<file path="src/rtl/pipe_hazard_ctrl.sv">
// rtl/pipe_hazard_ctrl.sv - stall/flush controller for the 5-stage pipeline
//
// Keeps a shadow scoreboard of the instructions in EX, MEM and WB and uses it
// to detect load-use, no-forwarding RAW and flag hazards against the ID
// instruction. Combines these with branch redirects and memory-busy freezes
// into PC / pipeline-register strobes, and counts stall and flush events.
//
// Ports:
//   clk, reset                 clock, synchronous active-high reset
//   id_valid                   ID holds a real instruction
//   id_rn, id_rm               ID source registers
//   id_rn_used, id_rm_used     corresponding source is actually read
//   id_rd, id_regwrite         ID destination and its write enable
//   id_memtoreg                ID instruction is a load
//   id_update, id_cond         ID sets flags / ID reads flags (B.cond)
//   br_taken_ex                taken branch resolved in EX
//   mem_busy                   data memory not ready, freeze everything
//   pc_en, if_id_en            PC and IF/ID load enables
//   if_id_flush, id_ex_flush   bubble strobes for IF/ID and ID/EX
//   pipe_freeze                hold ID/EX, EX/MEM, MEM/WB
//   stall_cycles, flush_count  saturating performance counters

module pipe_hazard_ctrl #(
    parameter bit FWD_EN = 1'b1,
    parameter int CNT_W  = 16
) (
    input  logic             clk,
    input  logic             reset,
    input  logic             id_valid,
    input  logic [4:0]       id_rn,
    input  logic [4:0]       id_rm,
    input  logic             id_rn_used,
    input  logic             id_rm_used,
    input  logic [4:0]       id_rd,
    input  logic             id_regwrite,
    input  logic             id_memtoreg,
    input  logic             id_update,
    input  logic             id_cond,
    input  logic             br_taken_ex,
    input  logic             mem_busy,
    output logic             pc_en,
    output logic             if_id_en,
    output logic             if_id_flush,
    output logic             id_ex_flush,
    output logic             pipe_freeze,
    output logic [CNT_W-1:0] stall_cycles,
    output logic [CNT_W-1:0] flush_count
);

    localparam logic [4:0]       XZR     = 5'd31;
    localparam logic [CNT_W-1:0] CNT_MAX = {CNT_W{1'b1}};
    localparam logic [CNT_W-1:0] CNT_ONE = {{(CNT_W-1){1'b0}}, 1'b1};

    typedef struct packed {
        logic       v;
        logic [4:0] rd;
        logic       regwrite;
        logic       load;
        logic       update;
    } slot_t;

    slot_t ex_q, ex_d;
    slot_t mem_q, mem_d;
    slot_t wb_q, wb_d;

    logic [CNT_W-1:0] stall_cnt_q, stall_cnt_d;
    logic [CNT_W-1:0] flush_cnt_q, flush_cnt_d;

    logic ex_match;
    logic mem_match;
    logic load_use;
    logic raw_nofwd;
    logic flag_haz;
    logic hazard;
    logic stall_inc;
    logic flush_inc;

    // Hazard detection against the registered scoreboard.
    always_comb begin
        ex_match  = ex_q.v && ex_q.regwrite && (ex_q.rd != XZR) &&
                    ((id_rn_used && (id_rn == ex_q.rd)) ||
                     (id_rm_used && (id_rm == ex_q.rd)));
        mem_match = mem_q.v && mem_q.regwrite && (mem_q.rd != XZR) &&
                    ((id_rn_used && (id_rn == mem_q.rd)) ||
                     (id_rm_used && (id_rm == mem_q.rd)));

        load_use  = id_valid && ex_match && ex_q.load;
        // WB never stalls: the regfile writes in the first half-cycle.
        raw_nofwd = !FWD_EN && id_valid && (ex_match || mem_match);
        flag_haz  = id_valid && id_cond && ex_q.v && ex_q.update;
        hazard    = load_use || raw_nofwd || flag_haz;
    end

    // Strobe priority: reset, memory freeze, branch redirect, hazard stall.
    always_comb begin
        pc_en       = 1'b1;
        if_id_en    = 1'b1;
        if_id_flush = 1'b0;
        id_ex_flush = 1'b0;
        pipe_freeze = 1'b0;
        stall_inc   = 1'b0;
        flush_inc   = 1'b0;

        if (reset) begin
            pc_en       = 1'b0;
            if_id_en    = 1'b0;
            if_id_flush = 1'b1;
            id_ex_flush = 1'b1;
        end else if (mem_busy) begin
            // The EX branch is held too, so a pending redirect is seen again
            // once the memory is ready.
            pc_en       = 1'b0;
            if_id_en    = 1'b0;
            pipe_freeze = 1'b1;
        end else if (br_taken_ex) begin
            // ID is squashed, so any hazard it carries is irrelevant.
            if_id_flush = 1'b1;
            id_ex_flush = 1'b1;
            flush_inc   = 1'b1;
        end else if (hazard) begin
            pc_en       = 1'b0;
            if_id_en    = 1'b0;
            id_ex_flush = 1'b1;
            stall_inc   = 1'b1;
        end
    end

    // Scoreboard shift and saturating counters.
    always_comb begin
        ex_d        = ex_q;
        mem_d       = mem_q;
        wb_d        = wb_q;
        stall_cnt_d = stall_cnt_q;
        flush_cnt_d = flush_cnt_q;

        if (!pipe_freeze) begin
            wb_d  = mem_q;
            mem_d = ex_q;
            if (id_ex_flush || !id_valid) begin
                ex_d = '0;
            end else begin
                ex_d = {1'b1, id_rd, id_regwrite, id_memtoreg, id_update};
            end
        end

        if (stall_inc && (stall_cnt_q != CNT_MAX)) begin
            stall_cnt_d = stall_cnt_q + CNT_ONE;
        end
        if (flush_inc && (flush_cnt_q != CNT_MAX)) begin
            flush_cnt_d = flush_cnt_q + CNT_ONE;
        end
    end

    always_ff @(posedge clk) begin
        if (reset) begin
            ex_q        <= '0;
            mem_q       <= '0;
            wb_q        <= '0;
            stall_cnt_q <= '0;
            flush_cnt_q <= '0;
        end else begin
            ex_q        <= ex_d;
            mem_q       <= mem_d;
            wb_q        <= wb_d;
            stall_cnt_q <= stall_cnt_d;
            flush_cnt_q <= flush_cnt_d;
        end
    end

    // The WB entry is tracked so the shadow matches the real pipeline, but it
    // never participates in hazard detection.
    logic wb_unused;
    assign wb_unused = ^wb_q;

    assign stall_cycles = stall_cnt_q;
    assign flush_count  = flush_cnt_q;

endmodule
</file>
<file path="config.mk">
export PLATFORM = sky130hd
export DESIGN_NAME = pipe_hazard_ctrl
export DESIGN_NICKNAME = d
export VERILOG_FILES = /design/src/rtl/pipe_hazard_ctrl.sv
export SDC_FILE = /design/constraint.sdc
export NUM_CORES = 1
export LEC_CHECK = 0
export ABC_AREA = 1
export BUFFER_PORTS_ARGS = -buffer_cell sky130_fd_sc_hd__buf_2
export CORE_ASPECT_RATIO = 1.4
export CORE_MARGIN = 4
export CORE_UTILIZATION = 48
export CTS_BUF_LIST = sky130_fd_sc_hd__clkbuf_8 sky130_fd_sc_hd__clkbuf_16
export DETAILED_ROUTE_END_ITERATION = 7
export PLACE_DENSITY = 0.85
export SETUP_SLACK_MARGIN = 0.4
export SLEW_MARGIN = 30
export SYNTH_ARGS = -nofsm -noshare
export SYNTH_HDL_FRONTEND = slang
export SYNTH_SLANG_ARGS = --single-unit
export TNS_END_PERCENT = 5
</file>
<file path="constraint.sdc">
create_clock -name clk -period 1.9 [get_ports clk]
set_clock_uncertainty 0.2 [all_clocks]
set_input_delay 0.095 -clock clk [delete_from_list [all_inputs] [get_ports clk]]
set_output_delay 0.095 -clock clk [all_outputs]
set_load 0.05 [all_outputs]
</file>
==> impl_metrics.csv, run 1 <==
group,metric,value,unit
outcome,status,"complete, but fails checks",
outcome,failed_checks,"setup timing",
placed_design,dp_hpwl,4.808,mm
worst_setup_path,crit_path_max_incr_delay,380,ps
timing,timing.hold.ws,113.7,ps
min_path,hold_worst_path_end,"stall_cycles[12]$_SDFFE_PP0P_",
detailed_routing,route.detailed.wl_per_inst,14.19,microns
min_path,worstHoldPathCells,5,
floorplanning,die_outline_area,0.006155,sq mm
synthesis,synth_enable_flop_cells,0,
grt,met1_usage,0.2688,
worst_setup_path,timing.rr.start,"stall_cycles[1]$_SDFFE_PP0P_",
grt,global_route.overflow_total,0,
worst_setup_path,critPathArrivalTime,1630,ps
cts,tritoncts,"done",
worst_setup_path,regToRegEndpoint,"stall_cycles[4]$_SDFFE_PP0P_",
synthesis,yosysWarningCount,0,
synthesis,synthMostInstantiatedCell,"sky130_fd_sc_hd__nand2_1",
worst_setup_path,cp.buffers_inverters,3,
placed_design,port-buffer-count,62,
worst_setup_path,cp_common_cell,"sky130_fd_sc_hd__nand2_1",
floorplanning,core_area,0.004805,sq mm
floorplanning,fp-row-count,30,
synthesis,syn_area_per_cell,6.600,sq um
run,max-cap-violations,0,
grt,grt_util_all_layers,0.2502,
worst_setup_path,timing.critical_path.required,1600,ps
detailed_routing,drt_wl_total,7.349,mm
min_path,worst_hold_startpoint,"br_taken_ex",
cts,clkSinkCount,41,
detailed_routing,via_count,2757,
synthesis,synth.area.top_cells,"sky130_fd_sc_hd__dfxtp_1 35%, sky130_fd_sc_hd__nand2_1 18%, sky130_fd_sc_hd__nor2_1 6.2%",
cts,cts-root-buf,"sky130_fd_sc_hd__clkbuf_8",
layout,nets,480,
timing,report.final.hold_viol_count,0,
detailed_routing,post_drt_via_cell_ratio,5.322,
timing,final_max_slew_viol_count,0,
layout,synthToLayoutAreaGrowth,42.18,%
cts,max-clock-path-buffers,2,
grt,grt_most_used_layer,"met2",
synthesis,synth_async_sr_flop_share,0,
timing,final_period_minus_worst_setup_slack,1924,ps
power,cellLeakagePower,0.001468,uW
detailed_routing,total_drc_errors_in_the_routed_layout,0,
synthesis,sequential_fraction_of_the_synthesis_area,0.3454,
grt,met3_capacity_usage_during_global_routing,0.04827,
layout,drive_above_1_share,0.4194,
min_path,min-delay-path-class,"input port to register",
grt,grt_antenna_before_repair,0,
placed_design,routabilityCongestion,0.9134,
layout,layout_filler_cell_count,415,
detailed_routing,drtIter0Drc,185,
power,finalPower,1672,uW
floorplanning,die-width,67.46,microns
worst_setup_path,r2r_cells,9,
synthesis,netlist.top_cell.by_area,"sky130_fd_sc_hd__dfxtp_1",
worst_setup_path,cp_cell_sequence,"inv_2, nand2_1, nand2_1, nor2_2, nand3_1, nand2_1, nand2_2, a21oi_2, buf_4, nor2_4, buf_8",
floorplanning,effective_utilization_at_floorplan,0.4945,
synthesis,synthDistinctLibCells,31,
synthesis,commonest_cells_in_the_synthesized_netlist,"113 x sky130_fd_sc_hd__nand2_1, 41 x sky130_fd_sc_hd__dfxtp_1, 39 x sky130_fd_sc_hd__nor2_1",
worst_setup_path,timing.setup.critical_path_class,"register to primary output",
grt,number_of_global_route_vias_before_repair,2773,
grt,grt_first_pass_wirelength,12.03,mm
cts,h-tree-depth,2,
timing,worst_slew_pin_slew,415.8,ps
grt,met2_track_utilization_from_global_routing,0.4346,
synthesis,share_of_the_synthesized_area_in_the_top_cell_type,0.3454,
grt,maximum_number_of_pins_on_one_net_before_global_route_repair,25,
synthesis,netlist_instances,360,
timing,fmaxAchievable,519.8,MHz
cts,clkTransAtPathRegs,80,ps
synthesis,mappedNetlistNets,388,
cts,worst_skew_pair.late_latency,300,ps
timing,finalSetupViolCount,3,
synthesis,ys.flop_type,"sky130_fd_sc_hd__dfxtp_1",
synthesis,yosys_register_bits,41,
timing,unrepaired_setup_endpoints_after_global_routing,"yes",
worst_setup_path,worstPathMaxFanout,5,
floorplanning,top_level_ports,63,
layout,layout.core_utilization,0.7031,
power,ir_drop,0.5053,mV
timing,post-route-period-util,1.013,
worst_setup_path,cp_slowest_cell,"sky130_fd_sc_hd__dfxtp_4",
floorplanning,die_h,91.25,microns
timing,max-slew-margin-rel,0.7217,
synthesis,synthesis.area,0.002376,sq mm
detailed_routing,drt-pass1-iter-count,4,
worst_setup_path,critPathTopFamily,"simple AND/OR/NAND/NOR gates",
power,power.density,495.1,mW/mm^2
worst_setup_path,cp-end-kind,"primary output",
detailed_routing,route.antenna.remaining_nets,0,
timing,setup_tns,-70.66,ps
cts,cts_buffers,5,
worst_setup_path,worst_case_register_to_register_setup_slack,-20,ps
worst_setup_path,crit_path_start_kind,"register",
timing,post-route-worst-setup-slack,-23.81,ps
-- placed cells by master, fill, tap and decap left out, types with 9 or more instances in the layout --
cell type                       Yosys  routed
sky130_fd_sc_hd__nand2_1          113      88
sky130_fd_sc_hd__buf_2              3      59
sky130_fd_sc_hd__dfxtp_2            0      16
sky130_fd_sc_hd__xnor2_1           10      10
sky130_fd_sc_hd__buf_4              1      21
sky130_fd_sc_hd__inv_1             38      35
sky130_fd_sc_hd__dlygate4sd3_1      0       9
sky130_fd_sc_hd__dfxtp_1           41      17
sky130_fd_sc_hd__nand2_2            2      25
sky130_fd_sc_hd__nand3_1           15      13
sky130_fd_sc_hd__nor2_1            39      31
sky130_fd_sc_hd__a21oi_1           18      13
sky130_fd_sc_hd__nand4_1           21      21
sky130_fd_sc_hd__a21oi_2            9      14
-- worst max-delay path by stage --
stage	cells past startpoint	end	from	slack, ps
floorplan	12	flush_count[14]$_SDFFE_PP0P_	flush_count[0]$_SDFFE_PP0P_	5
global placement	11	stall_cycles[6]$_SDFFE_PP0P_	ex_q[7]$_SDFFE_PP0N_	20
detailed placement	11	flush_count[6]$_SDFFE_PP0P_	flush_count[0]$_SDFFE_PP0P_	-40
CTS	11	pc_en	ex_q[6]$_SDFFE_PP0N_	-30
global route	8	pc_en	ex_q[5]$_SDFFE_PP0N_	-220
finish	11	pc_en	ex_q[6]$_SDFFE_PP0N_	-20
-- registers in the layout (all words and copies together) (netlist names) --
register,count
stall_cycles,16
ex_q,9
flush_count,16
-- cell families after synthesis --
group,count (synthesis),share of synthesized area
AND/OR/NAND/NOR,208,0.3902
buffers and inverters,52,0.08847
flip-flops,41,0.3454
AO/OA/AOI/OAI,39,0.09901
XOR/XNOR,18,0.06635
adder cells (fa/ha/maj),2,0.01053
-- worst register-to-register path: cells and delay by family, from the launching register on --
kind                       cells  cell delay (ps)
and+or+nand+nor                7              970
DFF                            1              360
AOI/OAI and AO/OA              1              160
adders and majority gates      1              160
-- cell type report --
cell class | instances | area (sq um) | area share
clock buffer | 6 | 82.58 | 0.02444
sequential | 41 | 870.8 | 0.2578
tap | 64 | 80.08 | 0.02370
antenna | 1 | 2.502 | 0.0007407
multi-input combinational | 267 | 1550 | 0.4589
timing repair buffer | 95 | 625.6 | 0.1852
clock inverter | 2 | 7.507 | 0.002222
inverter | 42 | 158.9 | 0.04704
-- through the flow --
step                      instance area (sq um)  setup slack, ps  cells
after floorplan                            2466            4.530    360
after global placement                     2954            17.80    497
after detailed placement                   2954           -37.77    497
after CTS                                  3328           -28.46    516
after global routing                       3376           -215.1    517
final                                      3378           -23.81    518
-- what timing repair did --
item / CTS / global route
pin swaps: 66 / 32
setup endpoints to repair: 44 / 44
resized for setup: 62 / 17
hold buffers: 9 / 0
buffers inserted: 2 / 1
hold endpoints to repair: 9 / 0
-- per-layer routing --
layer,routed length (microns),vias up,share of wire
li1,-,1339,-
met1,2667,1264,0.36
met2,3923,117,0.53
met3,391,37,0.053
met4,366,0,0.050
met5,0,-,0
-- power breakdown --
group | switching, uW | internal (uW) | total, uW | leakage, uW
logic | 130 | 82.4 | 212 | 0.00107
registers | 7.33 | 857 | 865 | 0.000345
clock network | 309 | 286 | 595 | 0.0000538
total | 447 | 1230 | 1670 | 0.00147
No activity file was read; power rests on OpenSTA's default activity.
==> run 2, diff against run 1 <==
Settings changed: BUFFER_PORTS_ARGS -buffer_cell sky130_fd_sc_hd__buf_2 to not set, CORE_UTILIZATION 48 to 55, DONT_BUFFER_PORTS set to 1, PLACE_DENSITY 0.85 to 0.81.
==> run 2 against run 1 <==
The flow finishes with violations (hold timing, setup timing). Power grew 1.2%. Wire length is 4.8% lower. Sequential cell count unchanged. Global-route usage increased by 1.1 points. Non-clock buffer count fell by 37. Sequential power about the same. Critical endpoint is now if_id_en. Largest power group unchanged.
==> impl_metrics.csv, run 2 (same netlist as run 1, synthesis figures left out) <==
group,metric,value,unit
power,ir_drop,0.4997,mV
cts,clkSinkCount,41,
power,pwr-share-seq,0.511,
min_path,min-delay-path-class,"input port to register",
floorplanning,die_outline_area,0.005451,sq mm
layout,drive_above_1_share,0.3558,
grt,number_of_global_route_vias_before_repair,2607,
cts,max-clock-path-buffers,2,
layout,n_antenna_cell,0,
run,max-cap-violations,0,
power,power.combinational.fraction,0.111,
power,finalPower,1692,uW
detailed_routing,route.detailed.wl_per_inst,15.17,microns
power,cellLeakagePower,0.001332,uW
timing,fmaxAchievable,516.5,MHz
floorplanning,die-width,63.55,microns
worst_setup_path,worst_case_register_to_register_setup_slack,30,ps
outcome,status,"complete, but fails checks",
layout,nets,443,
timing,post-route-worst-setup-slack,-35.96,ps
layout,layout.cells.most_common_list,"95 x sky130_fd_sc_hd__nand2_1, 42 x sky130_fd_sc_hd__buf_4, 33 x sky130_fd_sc_hd__inv_1",
floorplanning,top_level_ports,63,
worst_setup_path,timing.setup.critical_path_class,"register to primary output",
timing,final_max_slew_viol_count,0,
worst_setup_path,crit_path_start_kind,"register",
floorplanning,fp-row-count,28,
power,cell_internal_pwr,1254,uW
timing,final_period_minus_worst_setup_slack,1936,ps
worst_setup_path,r2r_cells,11,
min_path,hold_worst_path_end,"flush_count[9]$_SDFFE_PP0P_",
outcome,failed_checks,"hold timing, setup timing",
min_path,worstHoldPathCells,2,
power,power.density,516.5,mW/mm^2
power,p_sw_frac,0.2589,
grt,maximum_number_of_pins_on_one_net_before_global_route_repair,26,
layout,synthToLayoutAreaGrowth,37.86,%
floorplanning,die_h,85.77,microns
layout,layout_filler_cell_count,311,
detailed_routing,drt-pass1-iter-count,4,
timing,unrepaired_setup_endpoints_after_global_routing,"yes",
worst_setup_path,critPathArrivalTime,1640,ps
cts,cts_hold_repair.buffers,11,
placed_design,routabilityCongestion,0.9120,
cts,cts_buffers,5,
power,clkPwrFrac,0.378,
cts,worst_skew_pair.late_latency,300,ps
cts,cts-root-buf,"sky130_fd_sc_hd__clkbuf_8",
grt,grt_first_pass_wirelength,11.46,mm
worst_setup_path,cp-end-kind,"primary output",
floorplanning,effective_utilization_at_floorplan,0.5652,
timing,report.final.hold_viol_count,22,
timing,post-route-period-util,1.019,
detailed_routing,drt_wl_total,6.993,mm
timing,worst_slew_pin_slew,423.4,ps
cts,h-tree-depth,2,
floorplanning,core_area,0.004204,sq mm
worst_setup_path,worstPathMaxFanout,5,
worst_setup_path,regToRegEndpoint,"stall_cycles[6]$_SDFFE_PP0P_",
detailed_routing,via_count,2557,
placed_design,port-buffer-count,0,
placed_design,dp_hpwl,4.669,mm
detailed_routing,total_drc_errors_in_the_routed_layout,0,
grt,grt_antenna_before_repair,0,
worst_setup_path,timing.critical_path.required,1600,ps
grt,global_route.overflow_total,0,
worst_setup_path,timing.rr.start,"ex_q[7]$_SDFFE_PP0N_",
timing,max-slew-margin-rel,0.7174,
power,power.switching,438.0,uW
timing,timing.hold.ws,-158.4,ps
min_path,worst_hold_startpoint,"reset",
detailed_routing,post_drt_via_cell_ratio,5.547,
timing,finalSetupViolCount,2,
detailed_routing,route.antenna.remaining_nets,0,
detailed_routing,drtIter0Drc,137,
cts,clkTransAtPathRegs,80,ps
timing,setup_tns,-71.91,ps
cts,tritoncts,"done",
grt,grt_util_all_layers,0.2617,
layout,layout.cells.most_common,"sky130_fd_sc_hd__nand2_1",
==> run 2: cell count changes in the layout (fill, tap and decap cells not counted), sizes merged <==
cell / before / now
clkbuf: 6 / 7
clkinv: 1 / 2
dlygate4sd3: 9 / 10
diode: 1 / 0
buf: 86 / 48
inv: 43 / 41
==> run 2: cell type report <==
type                    instances  area, sq um  share of cell area
flip-flops and latches         41        870.8              0.2659
well taps                      45        56.30             0.01719
multi-input cells             267         1573              0.4801
clock inverters                 1        5.005            0.001528
clock buffers                   7        96.34             0.02941
repair buffers                 58        513.0              0.1566
inverters                      42        161.4             0.04927
==> run 2: worst max path at each step <==
stage,startpoint,to,slack (ps)
finish,ex_q[7]$_SDFFE_PP0N_,if_id_en,-40
global route,ex_q[7]$_SDFFE_PP0N_,pc_en,-170
CTS,ex_q[5]$_SDFFE_PP0N_,if_id_en,-50
detailed placement,ex_q[6]$_SDFFE_PP0N_,stall_cycles[6]$_SDFFE_PP0P_,-70
global placement,ex_q[5]$_SDFFE_PP0N_,stall_cycles[6]$_SDFFE_PP0P_,-20
floorplan,flush_count[0]$_SDFFE_PP0P_,flush_count[14]$_SDFFE_PP0P_,5
==> run 2: metal layers <==
metal / vias to the layer above / share of wire / global-route usage
met5: - / 0 / 0
met4: 0 / 0.031 / 0.1356
met3: 21 / 0.045 / 0.04587
met2: 75 / 0.55 / 0.4924
met1: 1191 / 0.37 / 0.2726
li1: 1270 / - / -
==> run 2: worst max-delay path: stages (launching register included) <==
cell and delay [ps]:
sky130_fd_sc_hd__dfxtp_4 370, sky130_fd_sc_hd__inv_2 40, sky130_fd_sc_hd__nand2_1 60, sky130_fd_sc_hd__nand2_1 70, sky130_fd_sc_hd__nor2_2 100, sky130_fd_sc_hd__nand3_1 70
sky130_fd_sc_hd__nand2_1 80, sky130_fd_sc_hd__nand2_2 90, sky130_fd_sc_hd__a21oi_4 160, sky130_fd_sc_hd__buf_12 120, sky130_fd_sc_hd__nor2_4 30, sky130_fd_sc_hd__buf_12 150
==> run 2: repair_timing <==
| action | CTS | global route |
|---|---|---|
| buffers inserted | 1 | 0 |
| endpoints found under the setup margin | 44 | 44 |
| endpoints found under the hold margin | 39 | 22 |
| pin swaps | 42 | 39 |
| cloned | 0 | 0 |
| gates resized for setup | 53 | 18 |
==> run 2: stage by stage <==
| step | cell area, sq um | util | std cells | setup WS (ps) |
|---|---|---|---|---|
| finish | 3276 | 0.7792 | 461 | -35.96 |
| global route | 3276 | 0.7792 | 461 | -167.3 |
| CTS | 3212 | 0.7640 | 461 | -52.53 |
| detailed placement | 2833 | 0.6738 | 441 | -69.79 |
| global placement | 2833 | 0.6738 | 441 | -18.70 |
| floorplan | 2466 | - | 360 | 4.530 |
==> run 2: power groups by stage <==
stage / clock (uW) / combinational (uW) / sequential, uW
3_3_place_gp: 0 / 126 / 887
6_report: 640 / 188 / 865
4_1_cts: 652 / 176 / 867
3_5_place_dp: 0 / 129 / 887
5_1_grt: 688 / 201 / 866
2_1_floorplan: 0 / 95.9 / 899
